==> src/rtl/cpu_phase_ctrl.sv <==
// rtl/cpu_phase_ctrl.sv - multicycle IF/ID/EX/WB phase sequencer with PC, retire count and fault handling
module cpu_phase_ctrl #(
  parameter logic [31:0] RESET_PC = 32'hBFC00000,
  parameter int          TIMEOUT  = 16,
  parameter int          CNT_W    = 32
) (
  input  logic             clk,
  input  logic             rst,
  input  logic             run,
  input  logic             mem_ack,
  input  logic             is_mem,
  input  logic             halt_req,
  input  logic             branch_taken,
  input  logic [31:0]      branch_target,
  output logic [3:0]       t,
  output logic             mem_req,
  output logic             ir_load,
  output logic             reg_we,
  output logic             pc_update,
  output logic [31:0]      pc_o,
  output logic [CNT_W-1:0] instr_count,
  output logic             halted,
  output logic             fault
);

  typedef enum logic [2:0] {
    S_IDLE,
    S_IF,
    S_ID,
    S_EX,
    S_WB,
    S_HALT,
    S_FAULT
  } state_t;

  // Last wait-counter value before the timeout fires; counter is 8 bits since TIMEOUT <= 255.
  localparam logic [7:0]       LP_WAIT_LAST = 8'(TIMEOUT - 1);
  localparam logic [CNT_W-1:0] LP_CNT_ONE   = {{(CNT_W-1){1'b0}}, 1'b1};

  state_t           r_state;
  state_t           w_next;
  logic [7:0]       r_wait;
  logic             r_is_mem;
  logic [31:0]      r_pc;
  logic [CNT_W-1:0] r_count;
  logic             w_misaligned;
  logic             w_timeout;
  logic             w_retire;

  // Next-state and phase/strobe decode from the registered state.
  always_comb begin
    w_next       = r_state;
    t            = 4'b0000;
    mem_req      = 1'b0;
    ir_load      = 1'b0;
    reg_we       = 1'b0;
    pc_update    = 1'b0;
    w_retire     = 1'b0;
    w_misaligned = branch_taken && (branch_target[1:0] != 2'b00);
    w_timeout    = (r_wait == LP_WAIT_LAST);
    case (r_state)
      S_IDLE: begin
        if (run) w_next = S_IF;
      end
      S_IF: begin
        t       = 4'b0001;
        mem_req = 1'b1;
        if (mem_ack) begin
          ir_load = 1'b1;
          w_next  = S_ID;
        end else if (w_timeout) begin
          w_next = S_FAULT;
        end
      end
      S_ID: begin
        t      = 4'b0010;
        w_next = halt_req ? S_HALT : S_EX;
      end
      S_EX: begin
        t = 4'b0100;
        if (r_is_mem) begin
          mem_req = 1'b1;
          if (mem_ack)        w_next = S_WB;
          else if (w_timeout) w_next = S_FAULT;
        end else begin
          w_next = S_WB;
        end
      end
      S_WB: begin
        t = 4'b1000;
        if (w_misaligned) begin
          // A misaligned redirect kills the instruction before it retires.
          w_next = S_FAULT;
        end else begin
          reg_we    = 1'b1;
          pc_update = 1'b1;
          w_retire  = 1'b1;
          w_next    = run ? S_IF : S_IDLE;
        end
      end
      S_HALT:  w_next = S_HALT;
      S_FAULT: w_next = S_FAULT;
      default: w_next = S_IDLE;
    endcase
  end

  // State register, memory wait counter, PC and retire counter.
  always_ff @(posedge clk) begin
    if (rst) begin
      r_state  <= S_IDLE;
      r_wait   <= 8'd0;
      r_is_mem <= 1'b0;
      r_pc     <= RESET_PC;
      r_count  <= '0;
    end else begin
      r_state <= w_next;
      // Counter restarts on every phase change, so IF and EX each get a full budget.
      if (w_next != r_state)       r_wait <= 8'd0;
      else if (mem_req && !mem_ack) r_wait <= r_wait + 8'd1;
      // Memory-access flag is captured at decode so EX behaviour is a function of registers.
      if (r_state == S_ID) r_is_mem <= is_mem;
      if (w_retire) begin
        r_pc    <= branch_taken ? branch_target : r_pc + 32'd4;
        r_count <= r_count + LP_CNT_ONE;
      end
    end
  end

  assign pc_o        = r_pc;
  assign instr_count = r_count;
  assign halted      = (r_state == S_HALT);
  assign fault       = (r_state == S_FAULT);

endmodule

==> config.mk <==
export PLATFORM = sky130hd
export DESIGN_NAME = cpu_phase_ctrl
export DESIGN_NICKNAME = d
export VERILOG_FILES = /design/src/rtl/cpu_phase_ctrl.sv
export SDC_FILE = /design/constraint.sdc
export NUM_CORES = 1
export LEC_CHECK = 0
export ABC_AREA = 1
export BUFFER_PORTS_ARGS = -buffer_cell sky130_fd_sc_hd__buf_2
export CORE_MARGIN = 4
export CORE_UTILIZATION = 49
export CTS_BUF_LIST = sky130_fd_sc_hd__clkbuf_16
export DETAILED_ROUTE_END_ITERATION = 6
export PLACE_DENSITY = 0.86
export SYNTH_ARGS = -nofsm -noshare
export SYNTH_HDL_FRONTEND = slang
export SYNTH_SLANG_ARGS = --single-unit
==> constraint.sdc <==
create_clock -name clk -period 1.4 [get_ports clk]
set_input_delay 0.21 -clock clk [delete_from_list [all_inputs] [get_ports clk]]
set_output_delay 0.21 -clock clk [all_outputs]
set_load 0.02 [all_outputs]
Word level (Yosys, flattened, before mapping)

Index checks and enable logic that the tools add are counted.

Register bits: 76
Bits of input ports: 39

Add/sub/neg operators: 3
Equality and inequality tests: 8
Mux-type cells: 17
Reduce and logical (&&, ||, !) cells: 6

Operators by type and width:

| operator                                       | count |
|---|---|
| adder 32 x 1 -> 32 bit (second input constant) | 1 |
| adder 32 x 3 -> 32 bit (second input constant) | 1 |
| 2-to-1 mux 32 bit                              | 1 |
| 2-to-1 mux 3 bit                               | 7 |
| case mux 3 bit (7 select lines)                | 1 |
| case mux 4 bit (4 select lines)                | 1 |
| == test 3 bit (second input constant)          | 3 |
| adder 8 x 1 -> 8 bit (second input constant)   | 1 |
| == test 8 x 4 -> 1 bit (second input constant) | 1 |
| == test 3 x 2 -> 1 bit (second input constant) | 2 |
| 2-to-1 mux 1 bit                               | 6 |
| == test 3 x 1 -> 1 bit (second input constant) | 1 |
| zero test 3 bit                                | 1 |
| inequality test 3 bit                          | 1 |
| logical AND 1 bit                              | 2 |
| case mux 1 bit (2 select lines)                | 1 |
| nonzero test 2 bit                             | 1 |
| OR reduction 2 bit                             | 1 |
| zero test 1 bit                                | 1 |

Logic depth before layout (Yosys ltp)

Word-level depth: 7
Mapped depth: 11
Gate-level depth less buffers: 11

Worst setup path before layout

OpenSTA, ideal clock, no wires.

Path type: reg2reg
Start: register r_pc[3] (netlist: pc_o[3])
End: register r_pc[22] (netlist: pc_o[22])
Setup time: 125 ps
Data arrival time: 1,498 ps
Setup slack: -223 ps
Stages on the path, launching flop included: 9
Clock period less this slack: 1,623 ps
Cell sequence: dfxtp_1 ha_1 nand3_1 inv_1 nand3_1 nor2_2 nand4_1 o211ai_1 nand2_1

Word-level cells in the longest chain between the ends: 2

Ends and longest elaborated chain:

| what                   | line | RTL |
|---|---|---|
| start, declared        | 44   | `logic [31:0] r_pc;` |
| start signal, assigned | 123  | `r_pc <= branch_taken ? branch_target : r_pc + 32'd4;` |
| adder 32 x 3 -> 32 bit | 123  |  |
| 2-to-1 mux 32 bit      | 123  |  |

No other way between the ends.
A chain may end at the register's enable or synchronous reset.

Final worst setup path

Start: register r_pc[12] (netlist: pc_o[12])
End: register r_pc[27] (netlist: pc_o[27])

The elaborated chain is that of the path after synthesis.

==> metrics <==
drt via density 6.58; pin count of the biggest net entering global routing 46; Post-Syn Area per Cell 6.15 um2; Yosys top cell by area dfxtp_1; dpl cells 1148; highest metal used met4; GRT Residual Overflow 0; HPWL Detailed 12100 um; TNS Setup -11860 ps; Core Util, Final 87.2%; final worst setup slack -415 ps; vias in the first global route 6242; critical path launch point type register; Hold Path Class input port to register; Worst Path Required 1700 ps; Non-Filler Instances 1212; Hold Vio Cnt, Final 0; max-cap viol count 0; final-stage net count 1116; net count after synthesis 835; clock sink count 76; die height 108 um; Filler cells 418; First-pass DRT Iterations 7; clock latency on the worst-skew pair 370 ps; slew margin rel. 72.7%; GP Congestion 0.928; Max Clock Freq 551 MHz; Ant. Diodes 0; Critical Path AT 2110 ps; WS Path Type register to register; num ports 113; Syn Inst Count 793; length of routed met2 wiring 12100 um; Crit Path Max Fanout 5; Register Area 1640 um2; Async S/R FF share, synth 0%; wire length on met1 9050 um; area of the core 9730 um2; Pwr Total 0.00540 W; clk_skew 13.3 ps; DRC Markers 101; first-pass GRT wire length 28900 um; unique cell type count in the Yosys netlist 43; Cell Rows 36; CTS max path bufs 2; fraction of layout cells with a size suffix above 1 53.7%; initial antenna violation count 0; violated checks DRC, setup timing; Synth Warn # 0; type of destination of the critical path register; Worst IR Drop VDD 1.07 mV; pwr/cell area 637 nW/um2; most common flop cell mapped by yosys dfxtp_1; unrepaired setup endpoints after global routing true; Leak 3.82 nW; met3 WL 4330 um; Routed WL per cell 23.5 um; Slew @ Worst Pin 409 ps; P&R area growth vs syn 74.0%; die area 11600 um2; GR Util All Layers 31.1%; count leader, synth nand2_1; Synth top area share 31.2%; CTS Hold Bufs 0; initial core utilization 50.1%; wirelength, routed 28500 um; Slew Limit Fails 0; Period minus WS final 1810 ps; Routed Antenna Nets 0; Reg clk slew, reported paths 70 ps; TritonCTS clock tree built; #FFs+latches synth 76; Final Setup Violations 79; buffers added on ports 112; commonest cells in the synthesized netlist nand2_1, nor2_1, dfxtp_1, inv_1, a21oi_1; Post-synth EDFFs 0; H-tree level count 3; CTS buffer count 9; synth top area cells dfxtp_1, nand2_1, nor2_1; DR vias 7972; Iter 0 DRT Violations 1782; sequential area share after synthesis 31.2%; post-route clock period utilization 130%; post-synth design cell area 4880 um2; area of the multi-input gates 3860 um2; Root Buffer Master clkbuf_16; Die X 108 um; status finished with violations
## layout by cell type, fill, tap and decap left out, drive strengths merged, types with 14 or more instances in the layout
master    n
buf     287
nand2   254
nor2    143
inv      82
dfxtp    76
nand3    53
a21oi    53
o21ai    25
xor2     20
nor3     14
## registers in the layout, summed over array words and instances (netlist names)
name,cells
r_wait,8
r_is_mem,1
instr_count,32
r_state,3
pc_o,32
## layout make-up
| cell class | count | share of cell area (%) |
|---|---|---|
| clock buffers | 9 | 2.66 |
| clock inverters | 7 | 0.752 |
| inverters | 81 | 3.82 |
| multi-input cells | 616 | 45.5 |
| flip-flops and latches | 76 | 19.4 |
| well taps | 133 | 1.96 |
| repair buffers | 290 | 25.9 |
## power by group
part / internal [W] / total, W / switching, W / leakage, nW
clock: 0.00138 / 0.00249 / 0.00111 / 0.147
combinational: 0.000298 / 0.000728 / 0.000430 / 3.03
sequential: 0.00215 / 0.00219 / 0.0000379 / 0.642
total: 0.00382 / 0.00540 / 0.00158 / 3.82
## through the flow
step                      setup slack [ps]  hold slack [ps]  cell area [um2]
after floorplan                      -25.0              344             4980
after global placement               -35.1              433             6630
after detailed placement             -89.6              443             6630
after CTS                             -134              101             7300
after global routing                  -549              106             8480
final                                 -415             73.5             8480
## critical path: stages (launching register included)
cell	delay [ps]
dfxtp_2	390
nand2_2	110
nor2_4	110
buf_6	140
nand2_2	50
nor3_2	240
nand3_1	320
nand3_1	220
nand2_1	90
nand3_1	70
## per-layer routing
metal	vias up	global-route usage, %
met4	0	18.0
met1	3533	37.2
met2	950	52.3
li1	3100	-
met3	389	5.16
met5	-	0
## what timing repair did
item / in CTS / in global routing
pin swaps: 23 / 91
buffers inserted: 14 / 32
endpoints found under the setup margin: 53 / 79
resized for setup: 76 / 265
gates cloned: 2 / 3
## worst paths after layout
path | cells after the start | endpoint | start | slack [ps]
worst min register to register | 2 | pc_o[0] | pc_o[0] | 490
worst min-delay path | 3 | r_is_mem | is_mem | 70
worst max register to register | 9 | pc_o[27] | pc_o[12] | -410
worst max-delay path | 9 | pc_o[27] | pc_o[12] | -410
## kinds of logic (layout without fill, tap and decap cells)
| group | Yosys count | count (layout) | synth area share, % |
|---|---|---|---|
| and+or+nand+nor | 489 | 489 | 43.8 |
| buffers and inverters | 101 | 387 | 8.31 |
| adders and majority gates | 3 | 3 | 0.770 |
| DFF | 76 | 76 | 31.2 |
| xor gates and xnor gates | 26 | 26 | 4.67 |
| AOI/OAI and AO/OA | 98 | 98 | 11.3 |
Power figures use the tool's default switching activity.
